`config.mk`:
```
export PLATFORM = sky130hd
export DESIGN_NAME = key_fifo_ctrl
export DESIGN_NICKNAME = d
export VERILOG_FILES = /design/src/rtl/key_pkg.sv /design/src/rtl/key_fifo_mem.sv /design/src/rtl/key_fifo_ctrl.sv
export SDC_FILE = /design/constraint.sdc
export NUM_CORES = 1
export LEC_CHECK = 0
export BUFFER_PORTS_ARGS = -buffer_cell sky130_fd_sc_hd__buf_2
export CAP_MARGIN = 10
export CORE_MARGIN = 5
export CORE_UTILIZATION = 45
export CTS_BUF_LIST = sky130_fd_sc_hd__clkbuf_2 sky130_fd_sc_hd__clkbuf_4 sky130_fd_sc_hd__clkbuf_8
export CTS_CLUSTER_DIAMETER = 40
export CTS_CLUSTER_SIZE = 28
export DETAILED_ROUTE_END_ITERATION = 7
export GPL_TIMING_DRIVEN = 0
export PLACE_DENSITY_LB_ADDON = 0.05
export SLEW_MARGIN = 20
export SYNTH_ARGS = -nofsm -noshare
export SYNTH_HDL_FRONTEND = slang
export SYNTH_SLANG_ARGS = --single-unit
```
`constraint.sdc`:
```
create_clock -name clk -period 5.7 [get_ports clk]
set_clock_uncertainty 0.1 [all_clocks]
set_input_delay 1.14 -clock clk [delete_from_list [all_inputs] [get_ports clk]]
set_output_delay 1.14 -clock clk [all_outputs]
set_load 0.05 [all_outputs]
```
`src/rtl/key_pkg.sv`:
```
// Shared constants for the keyboard FIFO: code/word widths, status-word bit
// positions for the default depth, and CPU-visible register offsets.
package key_pkg;
  localparam int KEY_CODE_W   = 7;
  localparam int KEY_DATA_W   = 32;
  localparam int KEY_DEPTH    = 8;
  localparam int KEY_CNT_W    = $clog2(KEY_DEPTH) + 1;

  // status = {zeros, ovf, full, empty, count}
  localparam int ST_CNT_LSB   = 0;
  localparam int ST_EMPTY     = KEY_CNT_W;
  localparam int ST_FULL      = KEY_CNT_W + 1;
  localparam int ST_OVF       = KEY_CNT_W + 2;

  localparam int KEY_DATA_OFS = 0;
  localparam int KEY_STAT_OFS = 4;

  function automatic logic [KEY_DATA_W-1:0] zext_code(input logic [KEY_CODE_W-1:0] c);
    return {{(KEY_DATA_W-KEY_CODE_W){1'b0}}, c};
  endfunction
endpackage

```
`src/rtl/key_fifo_mem.sv`:
```
// DEPTH x W storage for queued key codes: one write port, one async read port.
// Contents are not reset; the controller's pointers/count define validity.
module key_fifo_mem #(
  parameter int DEPTH = 8,
  parameter int W     = 7,
  parameter int AW    = $clog2(DEPTH)
) (
  input  logic          clk,
  input  logic          we_i,
  input  logic [AW-1:0] waddr_i,
  input  logic [W-1:0]  wdata_i,
  input  logic [AW-1:0] raddr_i,
  output logic [W-1:0]  rdata_o
);
  logic [W-1:0] mem_q [DEPTH];

  always_ff @(posedge clk) begin
    if (we_i) mem_q[waddr_i] <= wdata_i;
  end

  assign rdata_o = mem_q[raddr_i];
endmodule

```
`src/rtl/key_fifo_ctrl.sv`:
```
// Key-code FIFO for the CPU: same-key repeat filter, FIFO control, registered
// zero-extended read data, polled status word and a level interrupt.
module key_fifo_ctrl
  import key_pkg::*;
#(
  parameter int DEPTH      = KEY_DEPTH,
  parameter int CODE_W     = KEY_CODE_W,
  parameter int DATA_W     = KEY_DATA_W,
  parameter int REPEAT_GAP = 16
) (
  input  logic              clk,
  input  logic              rst,
  input  logic              key_valid,
  input  logic [CODE_W-1:0] key_code,
  input  logic              rd_en,
  input  logic              clr_ovf,
  output logic [DATA_W-1:0] rd_data,
  output logic              rd_valid,
  output logic [DATA_W-1:0] status,
  output logic              irq
);
  localparam int AW = $clog2(DEPTH);
  localparam int CW = AW + 1;
  localparam int RW = (REPEAT_GAP > 0) ? $clog2(REPEAT_GAP + 1) : 1;

  logic [AW-1:0]     wr_ptr_q, wr_ptr_d, rd_ptr_q, rd_ptr_d;
  logic [CW-1:0]     count_q, count_d;
  logic [CODE_W-1:0] last_code_q, last_code_d;
  logic [RW-1:0]     rpt_cnt_q, rpt_cnt_d;
  logic              ovf_q, ovf_d;
  logic [DATA_W-1:0] rd_data_q, rd_data_d;
  logic              rd_valid_q, rd_valid_d;
  logic              irq_q;

  logic              empty, full, filtered, accept, push, pop;
  logic [CODE_W-1:0] mem_rdata;

  assign empty    = (count_q == '0);
  assign full     = (count_q == CW'(DEPTH));
  assign filtered = (REPEAT_GAP > 0) && (key_code == last_code_q) && (rpt_cnt_q != '0);
  assign accept   = key_valid && !filtered;
  assign pop      = rd_en && !empty;
  // A full FIFO still takes a new code when the CPU pops in the same cycle:
  // the write lands in the slot being freed, whose old value is read first.
  assign push     = accept && (!full || rd_en);

  key_fifo_mem #(.DEPTH(DEPTH), .W(CODE_W)) u_mem (
    .clk     (clk),
    .we_i    (push),
    .waddr_i (wr_ptr_q),
    .wdata_i (key_code),
    .raddr_i (rd_ptr_q),
    .rdata_o (mem_rdata)
  );

  always_comb begin
    wr_ptr_d    = wr_ptr_q + AW'(push);
    rd_ptr_d    = rd_ptr_q + AW'(pop);
    last_code_d = last_code_q;
    rpt_cnt_d   = (rpt_cnt_q != '0) ? rpt_cnt_q - RW'(1) : '0;
    ovf_d       = ovf_q;
    rd_data_d   = rd_data_q;
    rd_valid_d  = 1'b0;
    count_d     = count_q;

    if (accept) begin
      last_code_d = key_code;
      rpt_cnt_d   = RW'(REPEAT_GAP);
    end

    case ({push, pop})
      2'b10:   count_d = count_q + CW'(1);
      2'b01:   count_d = count_q - CW'(1);
      default: count_d = count_q;
    endcase

    // Overflow set wins over a same-cycle software clear.
    if (accept && full && !rd_en) ovf_d = 1'b1;
    else if (clr_ovf)             ovf_d = 1'b0;

    if (pop) begin
      rd_data_d  = DATA_W'(mem_rdata);
      rd_valid_d = 1'b1;
    end else if (rd_en) begin
      rd_data_d  = '0;
    end
  end

  always_ff @(posedge clk) begin
    if (rst) begin
      wr_ptr_q    <= '0;
      rd_ptr_q    <= '0;
      count_q     <= '0;
      last_code_q <= '0;
      rpt_cnt_q   <= '0;
      ovf_q       <= 1'b0;
      rd_data_q   <= '0;
      rd_valid_q  <= 1'b0;
      irq_q       <= 1'b0;
    end else begin
      wr_ptr_q    <= wr_ptr_d;
      rd_ptr_q    <= rd_ptr_d;
      count_q     <= count_d;
      last_code_q <= last_code_d;
      rpt_cnt_q   <= rpt_cnt_d;
      ovf_q       <= ovf_d;
      rd_data_q   <= rd_data_d;
      rd_valid_q  <= rd_valid_d;
      irq_q       <= !empty;
    end
  end

  assign rd_data  = rd_data_q;
  assign rd_valid = rd_valid_q;
  assign irq      = irq_q;
  assign status   = DATA_W'({ovf_q, full, empty, count_q});
endmodule

```
==> run_results.csv <==
group,metric,value,unit
synthesis,ys_ff_latch,88,
job,max_cap_violations,0,
route,avgRoutedWirePerCell,14.9,um
clock_network,clk_pin_slew,0.08,ns
synthesis,ys_async_sr_fraction,0,
power,vdd_ir_drop_max,0.219,mV
route,wl,7.38,mm
timing,unrepaired_setup_endpoints_after_global_routing,"no",
setup_path,end_kind,"register",
setup_path,critPathMostFrequentCell,"xor2_1",
global_routing,antenna_found_initial,0,
die,floorplan.die.height,105,um
timing,setup_viol,0,
place,placement.io_buffers,26,
synthesis,syn_area,4030,um^2
route,final_antenna_net_count,0,
synthesis,synth.avg_cell_area,13.7,um^2
synthesis,synth_cell_types,43,
synthesis,netlist_instances,294,
die,dieArea,10900,um^2
clock_network,numClockSinks,88,
outcome,run_status,"finished clean",
timing,share_of_the_clock_period_used_by_the_worst_path_after_layout,0.611,
route,drt-initial-drc-count,44,
timing,relSlewSlack,0.342,
global_routing,grt_max_degree,15,
timing,setup_tns,0,ns
die,floorplan.io_pins,78,
clock_network,cts_setup_buffers,0,
synthesis,number_of_synthesized_flops_with_an_enable_pin,56,
place,dp_hpwl,5.17,mm
synthesis,ys.flop_type,"edfxtp_1",
setup_path,critical_path.slowest_cell,"or4_4",
global_routing,grt.total_usage,0.140,
clock_network,cts_inserted_buffers,9,
clock_network,cts_htree_levels,3,
timing,fmax,287,MHz
power,power.density,364,nW/um^2
route,post-route-drc-count,0,
die,initial_utilization,0.462,
route,via_per_inst,4.61,
die,die_x,105,um
cells_and_area,nNetsFinal,402,
setup_path,setup.worst_path.class,"in -> reg",
place,place.gp.congestion,0.733,
clock_network,max-clock-path-buffers,2,
cells_and_area,synthToLayoutAreaGrowth,16.7,%
setup_path,r2r_setup_slack,2.71,ns
setup_path,cpPeakStageDelay,0.57,ns
global_routing,grt_pass1_vias,2272,
timing,final_hold_violation_count,0,
setup_path,timing.critical_path.cells,"buf_2, xor2_1, or4_4, o21ai_2, ha_1, xor2_1, ha_1, a21oi_1, xor2_1, or3_1, a21oi_1",
timing,worst_pin_slew,0.984,ns
power,finalPower,1.71,mW
worst_hold_path,holdCritPathClass,"reg -> reg",
global_routing,grt_first_pass_wirelength,11.9,mm
synthesis,yosysSeqAreaShare,0.577,
setup_path,timing.critical_path.from_type,"primary input",
power,p_leak,1.94,nW
cells_and_area,insertedDiodeCount,0,
clock_network,cts_root_buf,"clkbuf_8",
timing,report.final.slew_viol_count,0,
cells_and_area,post-route-util,0.539,
clock_network,holdBufCountCts,0,
setup_path,critPathMaxFanout,10,
die,coreArea,8720,um^2
route,drt_pass1_iterations,4,
timing,finalWorstPathRequiredPeriod,3.48,ns
global_routing,grt_overflow,0,
die,rows,34,
route,vias,2279,
setup_path,critical_path_arrival,3.66,ns
clock_network,cts_tree,"done",
clock_network,postCtsResizedCells,0,
clock_network,clk-insertion-delay-late,0.35,ns
setup_path,critical_path_required,5.88,ns
cells_and_area,drive_gt1_frac,0.332,
synthesis,ys_warn_count,0,
==> state kept, by name, summed over array words and instances, names as in the netlist <==
name         count
count_q          4
wr_ptr_q         3
rpt_cnt_q        5
irq              1
rd_valid         1
rd_data          7
rd_ptr_q         3
ovf_q            1
u_mem.mem_q     56
last_code_q      7
==> path summary, 6_finish.rpt <==
path,cells after the start,to,start
setup / recovery,11,count_q[2],key_code[1]
hold / removal,2,rd_data[2],rd_data[2]
setup reg to reg,12,count_q[2],rpt_cnt_q[0]
hold reg to reg,2,rd_data[2],rd_data[2]
==> metal layers <==
layer / track usage / routed length (um) / vias up
li1: - / - / 1136
met1: 0.181 / 3320 / 1079
met2: 0.229 / 3590 / 52
met3: 0.0296 / 329 / 12
met4: 0.0575 / 140 / 0
met5: 0 / 0 / -
==> power by group <==
group	total [mW]	internal, mW	switching, mW
combinational	0.527	0.185	0.342
sequential	0.769	0.731	0.0382
clock	0.416	0.206	0.211
total	1.71	1.12	0.590
==> cell type report <==
type,instances,area (um^2)
plain buffers,62,449
inverters,5,18.8
multi-input cells,188,1450
clock inverters,6,58.8
fillers,793,4020
well taps,108,135
repair buffers,27,138
clock buffers,10,131
flip-flops and latches,88,2320
==> stage by stage <==
stage	std cells	setup slack (ns)	hold slack, ns	instance area (um^2)
final	494	2.22	0.345	4700
after floorplan	343	2.30	0.322	4210
after global routing	494	2.08	0.381	4700
after global placement	477	1.84	0.331	4470
after CTS	494	2.23	0.349	4700
after detailed placement	478	1.86	0.337	4510
==> worst max-delay path, delay by kind of cell <==
kind	cells	cell delay (ns)
XOR/XNOR	3	0.50
AND/OR/NAND/NOR	2	0.88
adder cells (fa/ha/maj)	2	0.48
buffers and inverters	1	0.17
AO/OA/AOI/OAI	3	0.49
==> kinds of logic after synthesis <==
| family | count (synthesis) | share of synthesized area |
|---|---|---|
| multiplexers | 30 | 0.118 |
| XOR/XNOR | 14 | 0.0305 |
| other | 1 | 0.000932 |
| adder cells (fa/ha/maj) | 9 | 0.0280 |
| AND/OR/NAND/NOR | 62 | 0.0933 |
| buffers and inverters | 67 | 0.116 |
| AO/OA/AOI/OAI | 23 | 0.0361 |
| flip-flops | 88 | 0.577 |
==> Yosys cell counts, types with 2 or more instances <==
master    instances  area, um^2
a21oi_1           4        20.0
and3b_1           2        17.5
buf_2             2        10.0
buf_4            53         398
buf_6             2        22.5
clkbuf_1          5        18.8
dfxtp_1          32         641
edfxtp_1         56        1680
ha_1              9         113
inv_1             4        15.0
mux2i_1          16         160
mux4_2           14         315
nand2_1           9        33.8
nand2b_1          7        43.8
nand3_1           2        10.0
nor2_1           15        56.3
nor2b_1           6        37.5
nor3_1            7        35.0
nor3b_1           2        15.0
nor4_2            2        25.0
o21ai_0           6        30.0
o21ai_1           6        30.0
xnor2_1           8        70.1
xor2_1            6        52.6
==> cell usage in the layout (no fill, tap or decap), types with 3 or more instances in the layout <==
cell type	Yosys	layout
nand2_1	9	9
nor4_2	2	3
clkbuf_8	0	9
conb_1	1	50
xor2_1	6	6
buf_4	53	54
nand2b_1	7	7
o21ai_0	6	6
o21ai_1	6	6
nor2b_1	6	6
a21oi_1	4	4
dfxtp_1	32	32
xnor2_1	8	8
inv_1	4	4
mux2i_1	16	16
edfxtp_1	56	56
mux4_2	14	14
clkbuf_1	5	5
buf_2	2	28
nor3_1	7	5
nor2_1	15	15
ha_1	9	9
Note: power is estimated with default switching activity, not from simulation.
